## config.mk

```make
export PLATFORM = sky130hd
export DESIGN_NAME = seg_scan_decoder
export DESIGN_NICKNAME = d
export VERILOG_FILES = /design/src/rtl/seg_scan_decoder.sv
export SDC_FILE = /design/constraint.sdc
export NUM_CORES = 1
export LEC_CHECK = 0
export CAP_MARGIN = 10
export CORE_MARGIN = 3
export CORE_UTILIZATION = 53
export CTS_CLUSTER_SIZE = 8
export DETAILED_ROUTE_END_ITERATION = 8
export MAX_ROUTING_LAYER = met4
export PLACE_DENSITY = 0.86
export SETUP_SLACK_MARGIN = 0.2
export SLEW_MARGIN = 20
export SYNTH_ARGS = -nofsm -noshare
export SYNTH_HDL_FRONTEND = slang
export SYNTH_SLANG_ARGS = --single-unit
```

## constraint.sdc

```tcl
create_clock -name clk -period 2.5 [get_ports clk]
set_input_delay 0.375 -clock clk [delete_from_list [all_inputs] [get_ports clk]]
set_output_delay 0.375 -clock clk [all_outputs]
set_load 0.02 [all_outputs]
```

## src/rtl/seg_scan_decoder.sv

```systemverilog
// rtl/seg_scan_decoder.sv - settles a multiplexed 7-segment scan bus and decodes each position back to hex
module seg_scan_decoder #(
    parameter int NUM_DIGITS    = 4,
    parameter int STABLE_CYCLES = 4
) (
    input  logic                    clk,
    input  logic                    rst,
    input  logic [NUM_DIGITS-1:0]   an,
    input  logic [8:0]              seg,
    input  logic                    err_clr,
    output logic [4*NUM_DIGITS-1:0] digits,
    output logic [NUM_DIGITS-1:0]   dp,
    output logic [NUM_DIGITS-1:0]   digit_valid,
    output logic                    update,
    output logic                    frame_done,
    output logic                    err,
    output logic [2:0]              err_pos
);
    localparam int SW = NUM_DIGITS + 8;

    typedef enum logic [1:0] {IDLE, SETTLE, HELD} state_t;

    state_t                state, state_nx;
    logic [7:0]            cnt, cnt_nx;
    logic [SW-1:0]         s_q, s_p;
    logic [NUM_DIGITS-1:0] an_q, visited;
    logic [6:0]            pat_q;
    logic                  dp_q;
    logic                  one_hot, changed, commit, legal;
    logic [3:0]            code;
    logic [2:0]            pos;
    logic                  unused_seg8;

    assign unused_seg8 = seg[8];

    always_ff @(posedge clk or posedge rst) begin
        if (rst) begin
            s_q <= '0;
            s_p <= '0;
        end else begin
            s_q <= {an, seg[7:0]};
            s_p <= s_q;
        end
    end

    assign an_q    = s_q[SW-1:8];
    assign dp_q    = s_q[7];
    assign pat_q   = s_q[6:0];
    assign one_hot = $onehot(an_q);
    assign changed = (s_q != s_p);

    always_ff @(posedge clk or posedge rst) begin
        if (rst) begin
            state <= IDLE;
            cnt   <= '0;
        end else begin
            state <= state_nx;
            cnt   <= cnt_nx;
        end
    end

    // A change always restarts the stability count at 1 because the new value
    // has already been sampled once by the time it is compared.
    always_comb begin
        state_nx = state;
        cnt_nx   = cnt;
        commit   = 1'b0;
        case (state)
            IDLE: begin
                if (one_hot) begin
                    state_nx = SETTLE;
                    cnt_nx   = 8'd1;
                end else begin
                    cnt_nx = 8'd0;
                end
            end
            SETTLE: begin
                if (changed) begin
                    state_nx = one_hot ? SETTLE : IDLE;
                    cnt_nx   = one_hot ? 8'd1 : 8'd0;
                end else if (cnt == 8'(STABLE_CYCLES - 1)) begin
                    commit   = 1'b1;
                    state_nx = HELD;
                    cnt_nx   = 8'(STABLE_CYCLES);
                end else begin
                    cnt_nx = cnt + 8'd1;
                end
            end
            HELD: begin
                if (changed) begin
                    state_nx = one_hot ? SETTLE : IDLE;
                    cnt_nx   = one_hot ? 8'd1 : 8'd0;
                end
            end
            default: begin
                state_nx = IDLE;
                cnt_nx   = 8'd0;
            end
        endcase
    end

    always_comb begin
        legal = 1'b1;
        code  = 4'h0;
        case (pat_q)
            7'h3F: code = 4'h0;
            7'h06: code = 4'h1;
            7'h5B: code = 4'h2;
            7'h4F: code = 4'h3;
            7'h66: code = 4'h4;
            7'h6D: code = 4'h5;
            7'h7D: code = 4'h6;
            7'h07: code = 4'h7;
            7'h7F: code = 4'h8;
            7'h6F: code = 4'h9;
            7'h77: code = 4'hA;
            7'h7C: code = 4'hB;
            7'h39: code = 4'hC;
            7'h5E: code = 4'hD;
            7'h79: code = 4'hE;
            7'h71: code = 4'hF;
            default: legal = 1'b0;
        endcase
    end

    always_comb begin
        pos = 3'd0;
        for (int i = 0; i < NUM_DIGITS; i++) begin
            if (an_q[i]) pos = 3'(i);
        end
    end

    // Commits only happen with a one-hot an_q, so an_q doubles as the position mask.
    always_ff @(posedge clk or posedge rst) begin
        if (rst) begin
            digits      <= '0;
            dp          <= '0;
            digit_valid <= '0;
            update      <= 1'b0;
            frame_done  <= 1'b0;
            err         <= 1'b0;
            err_pos     <= 3'd0;
            visited     <= '0;
        end else begin
            update     <= commit;
            frame_done <= commit && ((visited | an_q) == '1);
            if (err_clr) err <= 1'b0;
            if (commit) begin
                visited     <= ((visited | an_q) == '1) ? '0 : (visited | an_q);
                dp          <= (dp & ~an_q) | (dp_q ? an_q : '0);
                digit_valid <= (digit_valid & ~an_q) | (legal ? an_q : '0);
                for (int i = 0; i < NUM_DIGITS; i++) begin
                    if (an_q[i] && legal) digits[4*i +: 4] <= code;
                end
                if (!legal && pat_q != 7'h00) begin
                    err     <= 1'b1;
                    err_pos <= pos;
                end
            end
        end
    end
endmodule

```

-- Yosys cells after proc, flatten, opt, wreduce, memory -nomap -nowiden
Index checks and enable logic that the tools add are counted.
- $add $sub $neg: 4
- multipliers: 0
- div/mod/pow operators: 0
- order comparisons: 0
- equality and inequality tests: 25
- shift-type cells: 0
- multiplexer cells: 25
- bitwise operators: 6
- reductions and logical operators: 16
- operators with widths (operator ; number):
    $eq 7x7->1 const B ; 12
    $pmux 4 s15 ; 1
    $mux 8 ; 3
    $pmux 8 s3 ; 1
    $reduce_or 16->1 ; 1
    $eq 7x3->1 const B ; 2
    $eq 7x6->1 const B ; 2
    $mux 4 ; 3
    $ne 12x12->1 ; 1
    $or 4x4->4 ; 3
    $mux 1 ; 10
    $reduce_and 2->1 ; 5
    $add 8x1->8 const B ; 1
    $and 4x4->4 ; 2
    $eq 8x2->1 const B ; 1
    $mux 2 ; 4
    $reduce_bool 7->1 ; 1
    $logic_and 1x1->1 ; 6
    $mux 3 ; 2
    $pmux 2 s3 ; 1
    $add 1x1->2 ; 2
    $eq 4x4->1 const B ; 1
    $ne 2x2->1 const B ; 2
    $not 4->4 ; 1
    8 further kinds ; 8
- register bits after elaboration: 68
- latch bits: 0
- RAM bits: 0
- bits in read-only memories: 0
- input port bits: 16
- output and inout port bits: 30
- logic and storage cells: 91
- memories kept: 0

-- Logic depth before layout (Yosys ltp)
Gate-level depths: netlist of run 1.
- word-level depth: 7
- gate-level depth with buffers: 8
- gate-level depth less buffers: 7

-- Worst setup path before layout of run 1
OpenSTA, ideal clock, no wires.
- kind: register to register
- start point: reg s_q[8]
- end point: reg state[0]
- library setup time: 0.077 ns
- arrival time: 2.204 ns
- required time: 2.423 ns
- setup slack: 0.219 ns
- stages on the path, launching flop included: 9
- buffers on the path: 1
- period minus slack after synthesis: 2.281 ns
- path through: dfrtp_1 -> clkbuf_1 -> inv_1 -> fa_1 -> inv_1 -> ha_1 -> ha_1 -> or4b_1 -> o21ai_1
- cells in the longest elaborated chain, start to end: 6
- elaborated cells on any way between the ends: 12
- classes of those cells: add/sub (2); eq/ne (5); mux (4); reduce/logical (1)
- ends and longest elaborated chain (element ; line ; text):
    from (decl) ; 25 ; logic [SW-1:0] s_q, s_p;
    from (signal assigned) ; 41 ; s_q <= {an, seg[7:0]};
    $add 1x1->2 (not written as such) ; 49 ; assign one_hot = $onehot(an_q);
    $add 2x2->3 (not written as such) ; 49 ;
    $eq 3x1->1 ; 49 ;
    $mux 1 ; 79, 91 ;
    $mux 2 (on tied branches) ; 90, 78 ;
    $pmux 2 s3 ; 68 ; case (state)
    to (signal assigned) ; 57 ; state <= state_nx;
    to (decl) ; 23 ; state_t state, state_nx;
Parallel ways exist; a longest one is shown, timed or not. The select of a mux whose other input is x is not followed.
A chain may end at the register's enable or synchronous reset.

-- Worst setup path in the final report of run 1
- start point: reg s_q[6]
- end point: reg digits[11]
- cells in the longest elaborated chain, start to end: 5
- elaborated cells on any way between the ends: 24
- classes of those cells: eq/ne (17); mux (4); reduce/logical (3)
- ends and longest elaborated chain (element ; line ; text):
    $eq 7x7->1, or another cell as far along ; 105 ; case (pat_q)
    $reduce_or 16->1 (no line) ; - ;
    $mux 1 ; 105 ;
    $logic_and 1x1->1 ; 153 ; if (an_q[i] && legal) digits[4*i +: 4] <= code;
    $reduce_and 2->1 (no line) ; - ;
    to (signal, indexed assignment) ; 153 ;
    to (decl) ; 11 ; output logic [4*NUM_DIGITS-1:0] digits,
Parallel ways exist; a longest one is shown, timed or not.

==> results of run 1 <==
stage by stage:
stage	util, %	hold slack, ns	worst slack [ns]	power, mW	area [sq um]
finish	76.76	0.2890	0.1826	2.476	4070
global route	76.76	0.3158	0.1318	2.575	4070
CTS	72.06	0.2943	0.1862	2.429	3821
detailed placement	67.08	0.4677	0.04066	1.330	3557
global placement	67.08	0.4581	0.1345	1.322	3557
floorplan	-	0.3487	0.2194	1.272	3019
metal layers:
layer	wire length, um	vias up	track usage [%]
met5	0	-	-
met3	480	28	4.057
li1	-	1058	-
met2	3923	110	35.99
met4	257	0	12.50
met1	2834	1139	27.69
layout by cell type, fill, tap and decap left out, types with 4 or more instances in the layout:
cell type / Yosys / layout
sky130_fd_sc_hd__xnor2_2: 1 / 4
sky130_fd_sc_hd__clkbuf_8: 0 / 9
sky130_fd_sc_hd__nand3_1: 11 / 10
sky130_fd_sc_hd__o21ai_0: 6 / 6
sky130_fd_sc_hd__dfrtp_2: 0 / 11
sky130_fd_sc_hd__nor2_1: 21 / 20
sky130_fd_sc_hd__nor2b_1: 4 / 4
sky130_fd_sc_hd__buf_4: 3 / 28
sky130_fd_sc_hd__nand4_1: 8 / 8
sky130_fd_sc_hd__mux2_1: 13 / 13
sky130_fd_sc_hd__clkdlybuf4s50_1: 0 / 43
sky130_fd_sc_hd__xnor2_1: 12 / 9
sky130_fd_sc_hd__a21oi_1: 10 / 10
sky130_fd_sc_hd__o21ai_1: 5 / 4
sky130_fd_sc_hd__dfrtp_1: 67 / 56
sky130_fd_sc_hd__nand2_1: 13 / 13
sky130_fd_sc_hd__mux2_2: 4 / 4
sky130_fd_sc_hd__inv_1: 8 / 6
sky130_fd_sc_hd__a21o_1: 4 / 4
worst reg2reg max path, stage by stage (launching register included):
cell                       delay [ns]
sky130_fd_sc_hd__dfrtp_2         0.44
sky130_fd_sc_hd__clkbuf_2        0.20
sky130_fd_sc_hd__and4b_1         0.24
sky130_fd_sc_hd__nand3_1         0.10
sky130_fd_sc_hd__o211ai_2        0.11
sky130_fd_sc_hd__nor4_4          0.51
sky130_fd_sc_hd__buf_4           0.21
sky130_fd_sc_hd__nor2_4          0.05
sky130_fd_sc_hd__mux2_1          0.34
logic make-up after synthesis:
group	synth area share, %
DFF	55.53
AOI/OAI and AO/OA	8.703
other	0.1242
buffers and inverters	3.357
and+or+nand+nor	17.16
xor gates and xnor gates	4.890
muxes	7.998
adders and majority gates	2.238
cell type report:
type	count	share of cell area, %
tap	70	2.152
inverter	9	0.8300
clock inverter	7	3.043
multi-input combinational	169	32.40
clock buffer	9	3.043
sequential	67	41.53
timing repair buffer	77	17.00
worst max-delay path by stage:
stage            endpoint  slack, ns  cells after the start
6_report       digits[11]       0.18                      8
2_1_floorplan    state[0]       0.22                      8
5_1_grt        err_pos[0]       0.13                      7
3_3_place_gp   err_pos[0]       0.13                      7
3_5_place_dp    digits[2]       0.04                      7
4_1_cts        digits[11]       0.19                      6
power groups by stage:
stage	Sequential [mW]	Combinational, mW	Clock [mW]
after floorplan	1.15	0.124	0
after global placement	1.17	0.155	0
after detailed placement	1.17	0.162	0
after CTS	1.15	0.165	1.12
after global routing	1.15	0.239	1.19
final	1.14	0.219	1.11
what timing repair did:
action,CTS,global route
setup buffers,0,24
endpoints found under the setup margin,18,22
pin swaps,1,11
resized for setup,7,22
cloned,0,0
hold buffers,0,0
==> results.md, run 1 <==
Finish:
- The multi-input combinational cells in the finished layout cover a total of 0.001319 sq mm.
- After filler insertion, the fill cell instance count of the layout stands at 321.
- Relative to the synthesized area, the layout overhead comes to 34.81%.
- The net count of the finished layout is 353.
- 0 antenna diodes ended up in the layout.
- Leaving out filler cells and counting taps, the final layout contains 408.
- The fraction of layout cells with a size suffix above 1 is 27.81%.
- Summing all flip-flop and latch instances after layout gives 0.001690 sq mm.

Placed design:
- The final weighted congestion in routability-driven placement is 0.8753.
- The detailed-placement wirelength estimate is 4.387 mm.
- The total placed cells including tap cells is 368.
- The port buffer count is 43.

Clock tree:
- Counting the buffers created by CTS gives 9.
- The longest clock path from root to sink contains 2 buffers.
- CTS placed an instance of sky130_fd_sc_hd__clkbuf_8 at the clock tree root.
- The clock tree synthesis step divided the H-tree into 3 levels.
- The number of sinks handled by clock tree synthesis is 67.
- TritonCTS built the clock tree.
- The clock insertion delay at the later pin of the skew report is 0.35 ns.
- After clock tree synthesis, the clock-pin slew on the worst setup and hold paths is 0.08 ns.

Worst setup path:
- Counting both buffers and inverters, the worst setup path holds a total of 2.
- The startpoint type of the worst setup path is a register.
- On the critical path the largest part of the delay comes from simple AND/OR/NAND/NOR gates.
- In this run the worst path has a maximum fanout of 6.
- The critical path in this run is classified as reg2reg.
- The slowest stage of the critical path is the sky130_fd_sc_hd__nor4_4 cell.
- The required time at the worst-slack endpoint is 2.73 ns.
- The biggest cell delay along the critical path is 0.51 ns.
- The worst reg-to-reg setup slack is 0.18 ns.
- STA classifies the critical path endpoint as a register.
- Tracing the worst setup path back leads to its startpoint at s_q[6].
- Walking the worst path, the cells encountered are clkbuf_2, and4b_1, nand3_1, o211ai_2, nor4_4, buf_4, nor2_4, mux2_1.
- The endpoint identified for the worst register-to-register timing path is digits[11].
- For the worst flop-to-flop path, the logic depth is 8.
- The signal arrival time at the worst endpoint is 2.55 ns.
- The source of the worst register-to-register timing path is s_q[6].

Detailed routing:
- For this run, design rule violations remaining after detail routing come to 0.
- The routed design has 7.496 mm of wire.
- The final route contains 2335 vias.
- The length of the first detailed-routing pass in iterations is 4.
- The detailed router finished its first iteration with 184 violations.
- The number of antenna-violating nets in the routed design is 0.
- The mean number of vias per cell is 5.723.
- After detailed routing, the average wire length per cell comes to 18.37 um.

Synthesis:
- Sequential elements use 55.53% of the synthesized area.
- The net count of the mapped netlist is 276.
- By area the synthesized netlist is led by sky130_fd_sc_hd__dfrtp_1, sky130_fd_sc_hd__mux2_1, sky130_fd_sc_hd__xnor2_1, sky130_fd_sc_hd__nor2_1, sky130_fd_sc_hd__nand3_1.
- The average cell area after synthesis is 11.79 sq um.
- The number of flops mapped to enable cells by yosys is 0.
- The proportion of register bits with asynchronous set or reset after synthesis is 100.0%.
- The cell with the most instances after synthesis is sky130_fd_sc_hd__dfrtp_1.
- Of all cell types, the one taking the most synthesized area is sky130_fd_sc_hd__dfrtp_1.
- By count the netlist is led by sky130_fd_sc_hd__dfrtp_1, sky130_fd_sc_hd__nor2_1, sky130_fd_sc_hd__mux2_1, sky130_fd_sc_hd__nand2_1, sky130_fd_sc_hd__xnor2_1.
- The main flop type after synthesis is sky130_fd_sc_hd__dfrtp_1.
- The distinct cell type count of the synthesized netlist is 55.
- The combined area of all synthesized cells is 0.003019 sq mm.
- Synthesis handed over a netlist of 256 instances.
- The area fraction of the dominant cell type after synthesis is 55.53%.
- Yosys printed 0 warnings.
- The post-synthesis sequential element count is 67.

Global routing:
- The total congestion overflow is 0.
- The aggregate global-route resource usage is 22.74%.
- The number of global-route vias before repair is 2239.
- The initial antenna violation count is 0.
- Entering global routing, the biggest net connects 55 pins.
- The first global-routing pass estimated 10.83 mm of wire.

Timing:
- The max-slew headroom at the worst pin is 53.94%.
- In the finished design, the share of the clock period the worst path needs comes to 92.70%.
- The total count of max-transition violations in the final report is 0.
- The final total negative setup slack is 0 ns.
- Setup repair after global routing could not meet its margin everywhere.
- Between clock sinks in the finished design, the worst skew comes to 0.006664 ns.
- Derived from the worst setup path, the maximum achievable clock frequency is 0.4315 GHz.
- Subtracting the final worst setup slack from the clock period gives 2.317 ns.
- The pin slew with the least headroom to its limit is 0.6836 ns.
- The final setup violation count is 0.
- The final number of hold-violating endpoints came to 0.

Power and ir drop:
- Internal power comes to 1.884 mW.
- Of the total power, the clock network draws 44.9%.
- The analysis attributes to cell leakage a power of 1.870 nW.
- The fraction of power spent switching nets is 23.88%.
- Per report_power, the sequential group accounts for 46.2% of the total.
- In this run, the combinational gates consume 8.8% of the power.
- Across the VDD grid, the largest voltage drop is 0.4991 mV.
- For this design the ratio of total power to cell area is 608.2 mW/mm^2.
- The net load switching power is 0.5911 mW.

Run:
- The reported max-cap violation count is 0.

Status:
- The flow ran to the end, and the final reports show no timing, DRC or antenna violations.

Min path:
- The type of the most critical hold path is in2async.

Floorplan:
- The floorplan step set the die height to 81.48 um.
- The area of the die is 0.006638 sq mm.
- Measured along the x axis, the die boundary spans 81.48 um.
- The number of I/O pins is 46.
- In this run the core area contains 26 standard-cell rows.
- After floorplanning, the core was sized to cover 0.005303 sq mm.
- The starting density of the core is 56.94%.
Power figures use the tool's default switching activity.
==> run 2, diff against run 1 <==
==> constraint.sdc (replaced) <==
create_clock -name clk -period 2.5 [get_ports clk]
set_input_delay 0.375 -clock clk [delete_from_list [all_inputs] [get_ports clk]]
set_output_delay 0.375 -clock clk [all_outputs]
set_load 0.005 [all_outputs]
==> results of run 2 <==
The final DEF is identical to that of run 1. Status: complete, no violations.
Main changes from that run: total power 2.476 mW -> 2.475 mW
==> run 3, diff against run 2 <==
Settings changed: CORE_UTILIZATION 53 to 35, PLACE_DENSITY 0.86 to 0.63.
Clock period 2.5 ns to 2.3 ns, I/O delays scaled along.
==> run 3 against run 2 <==
Effect of this change:
- critical path depth unchanged
- highest routed layer unchanged
- clock power down 24%
- first-iteration DRC count down 74%
- design area up 12%
- maximum frequency up 3.0%
==> results.md, run 3 (synthesized netlist as in run 1, its figures left out) <==
Status:
- The flow ran to the end, and the final reports show no timing, DRC or antenna violations.

Floorplan:
- The die covers 0.009776 sq mm.
- The number of I/O pins is 46.
- The vertical die dimension is 98.88 um.
- The core area is 0.008299 sq mm.
- The starting density of the core is 36.38%.
- The number of cell rows is 33.
- The die is 98.88 um wide.

Timing:
- The final number of hold-violating endpoints is 0.
- The period utilization is 97.86%.
- Once routing completed, OpenROAD measured the worst setup slack at 0.04924 ns.
- The max-slew headroom at the worst pin is 66.40%.
- The clock arrives with 0.01218 ns of skew.
- The final setup violation count is 0.
- The pin slew with the least headroom to its limit is 0.4988 ns.
- The total count of max-transition violations in the final report was 0.
- Based on the critical path, the design can be clocked at up to 0.4443 GHz.
- Setup repair after global routing could not meet its margin everywhere.
- The clock period could shrink to 2.251 ns.

Placed design:
- The port buffer count is 43.
- Routability-driven placement finished with a final weighted congestion of 0.8883.
- The post-place setup slack is -0.08674 ns.
- The post-placement cell area is 0.003814 sq mm.
- The detailed-placement wirelength estimate is 4.356 mm.

Finish:
- The number of nets at the end of the flow is 394.
- The filler cell count is 721.
- 0 antenna diodes ended up in the layout.
- In the final layout, the share of cells above drive strength 1 is 41.69%.
- The top cell types in the final layout, fill and taps aside, are sky130_fd_sc_hd__dfrtp_1, sky130_fd_sc_hd__buf_4, sky130_fd_sc_hd__clkdlybuf4s50_1, sky130_fd_sc_hd__nor2_1, sky130_fd_sc_hd__buf_6.
- From synthesis to final layout, the design area changed by 51.18%.
- With fillers left out, the area of the finished cells amounts to 0.004564 sq mm.

Worst setup path:
- The startpoint-to-endpoint class of the critical path is reg2reg.
- The worst setup path is launched from a register.
- Traced cell by cell, the critical path runs through buf_6, nand2_2, or4b_4, o211ai_4, nor4_4, buf_4, or2_4, mux2_4.
- STA puts the critical path data arrival time at 2.47 ns.
- On the critical path, the stage with the largest delay is an instance of sky130_fd_sc_hd__or4b_4.
- The endpoint kind of the worst setup timing path is a register.
- The maximum fanout encountered on the critical timing path is 7.
- The required time at the worst-slack endpoint is 2.52 ns.
- The biggest cell delay along the critical path is 0.57 ns.

Clock tree:
- TritonCTS built the clock tree.
- The number of clock buffers inserted by TritonCTS is 9.
- The master cell of the clock root buffer is sky130_fd_sc_hd__clkbuf_8.
- The count of H-tree levels built during CTS is 3.
- The clock insertion delay at the later pin of the skew report is 0.34 ns.
- After clock tree synthesis, the clock-pin slew on the worst setup and hold paths is 0.08 ns.
- The number of sinks handled by clock tree synthesis is 67.
- The clock passes through at most 2 buffers.

Global routing:
- The total congestion overflow is 0.
- Entering global routing, the biggest net connects 68 pins.
- The number of global-route vias before repair is 2408.
- The first global-routing pass estimated 11.50 mm of wire.
- The aggregate global-route resource usage is 15.19%.
- The initial antenna violation count is 0.

Detailed routing:
- The number of vias after detailed routing is 2397.
- The mean number of vias per cell is 4.952.
- After detailed routing, the total wire length is 7.076 mm.
- The average detailed-routed wire length per instance is 14.62 um.
- The number of antenna-violating nets in the routed design is 0.
- For this block, the initial DRC count from the detailed router was 48.
- The number of remaining DRC errors is 0.
- The first detailed-routing pass ran for 6 iterations.

Power and ir drop:
- Dividing total power by cell area gives a power density of 523.8 mW/mm^2.
- Across the VDD grid, the largest voltage drop is 0.2934 mV.
- For this design the static power due to leakage is 2.078 nW.

Run:
- Across the run, the number of max-cap violations was 0.

Min path:
- The path class of the tightest hold or removal check is in2async.
-- run 3: area by class of cell --
type                    instances  area [sq um]  share of cell area (%)
well taps                     105         131.4                   2.878
clock buffers                  10         127.6                   2.796
flip-flops and latches         67          1687                   36.95
inverters                       9         33.78                  0.7401
clock inverters                 6         42.54                  0.9320
repair buffers                118          1080                   23.66
multi-input cells             169          1463                   32.04
-- run 3: path summary, 6_finish.rpt --
path | startpoint | end | slack [ns] | depth (start not counted)
setup / recovery | s_q[3] | digits[3] | 0.05 | 8
hold / removal | rst | cnt[7] | 0.40 | 3
setup reg to reg | s_q[3] | digits[3] | 0.05 | 8
hold reg to reg | register | register | 0.48 | 1
max in group asynchronous | rst | s_q[0] | 1.61 | 3
min in group clk | seg[4] | s_q[4] | 0.44 | 1
-- run 3: power by group --
part	internal [mW]	total (mW)	switching [mW]	leakage (nW)
logic	0.164	0.305	0.141	1.12
clock network	0.391	0.846	0.456	0.0822
registers	1.21	1.24	0.0323	0.871
total	1.76	2.39	0.629	2.08
-- run 3: what timing repair did --
action,CTS,global route
endpoints found under the setup margin,33,36
hold buffers,0,0
pin swaps,23,21
resized for setup,37,26
buffers inserted,28,11
hold endpoints to repair,0,0
-- run 3: metal layers --
metal / GRT usage (%) / vias up / routed length [um]
li1: - / 1149 / -
met1: 19.35 / 1191 / 3178
met2: 23.24 / 49 / 3508
met3: 4.529 / 8 / 299
met4: 4.937 / 0 / 89
met5: - / - / 0
-- run 3: critical path: cells and delay by family (launching register included) --
kind	cells	cell delay, ns
muxes	1	0.30
buffers and inverters	2	0.29
DFF	1	0.45
and+or+nand+nor	4	0.97
AOI/OAI and AO/OA	1	0.13
-- run 3: stage by stage --
| stage | std cells | hold WS (ns) | total power [mW] | util [%] | setup TNS [ns] |
|---|---|---|---|---|---|
| 6_report | 484 | 0.3970 | 2.391 | 55.00 | 0 |
| 3_5_place_dp | 429 | 0.4732 | 1.470 | 45.95 | -0.9685 |
| 2_1_floorplan | 256 | 0.3487 | 1.390 | - | 0 |
| 5_1_grt | 484 | 0.4200 | 2.510 | 55.00 | -0.2947 |
| 4_1_cts | 473 | 0.3943 | 2.393 | 52.56 | 0 |
| 3_3_place_gp | 429 | 0.4619 | 1.467 | 45.95 | -0.5097 |
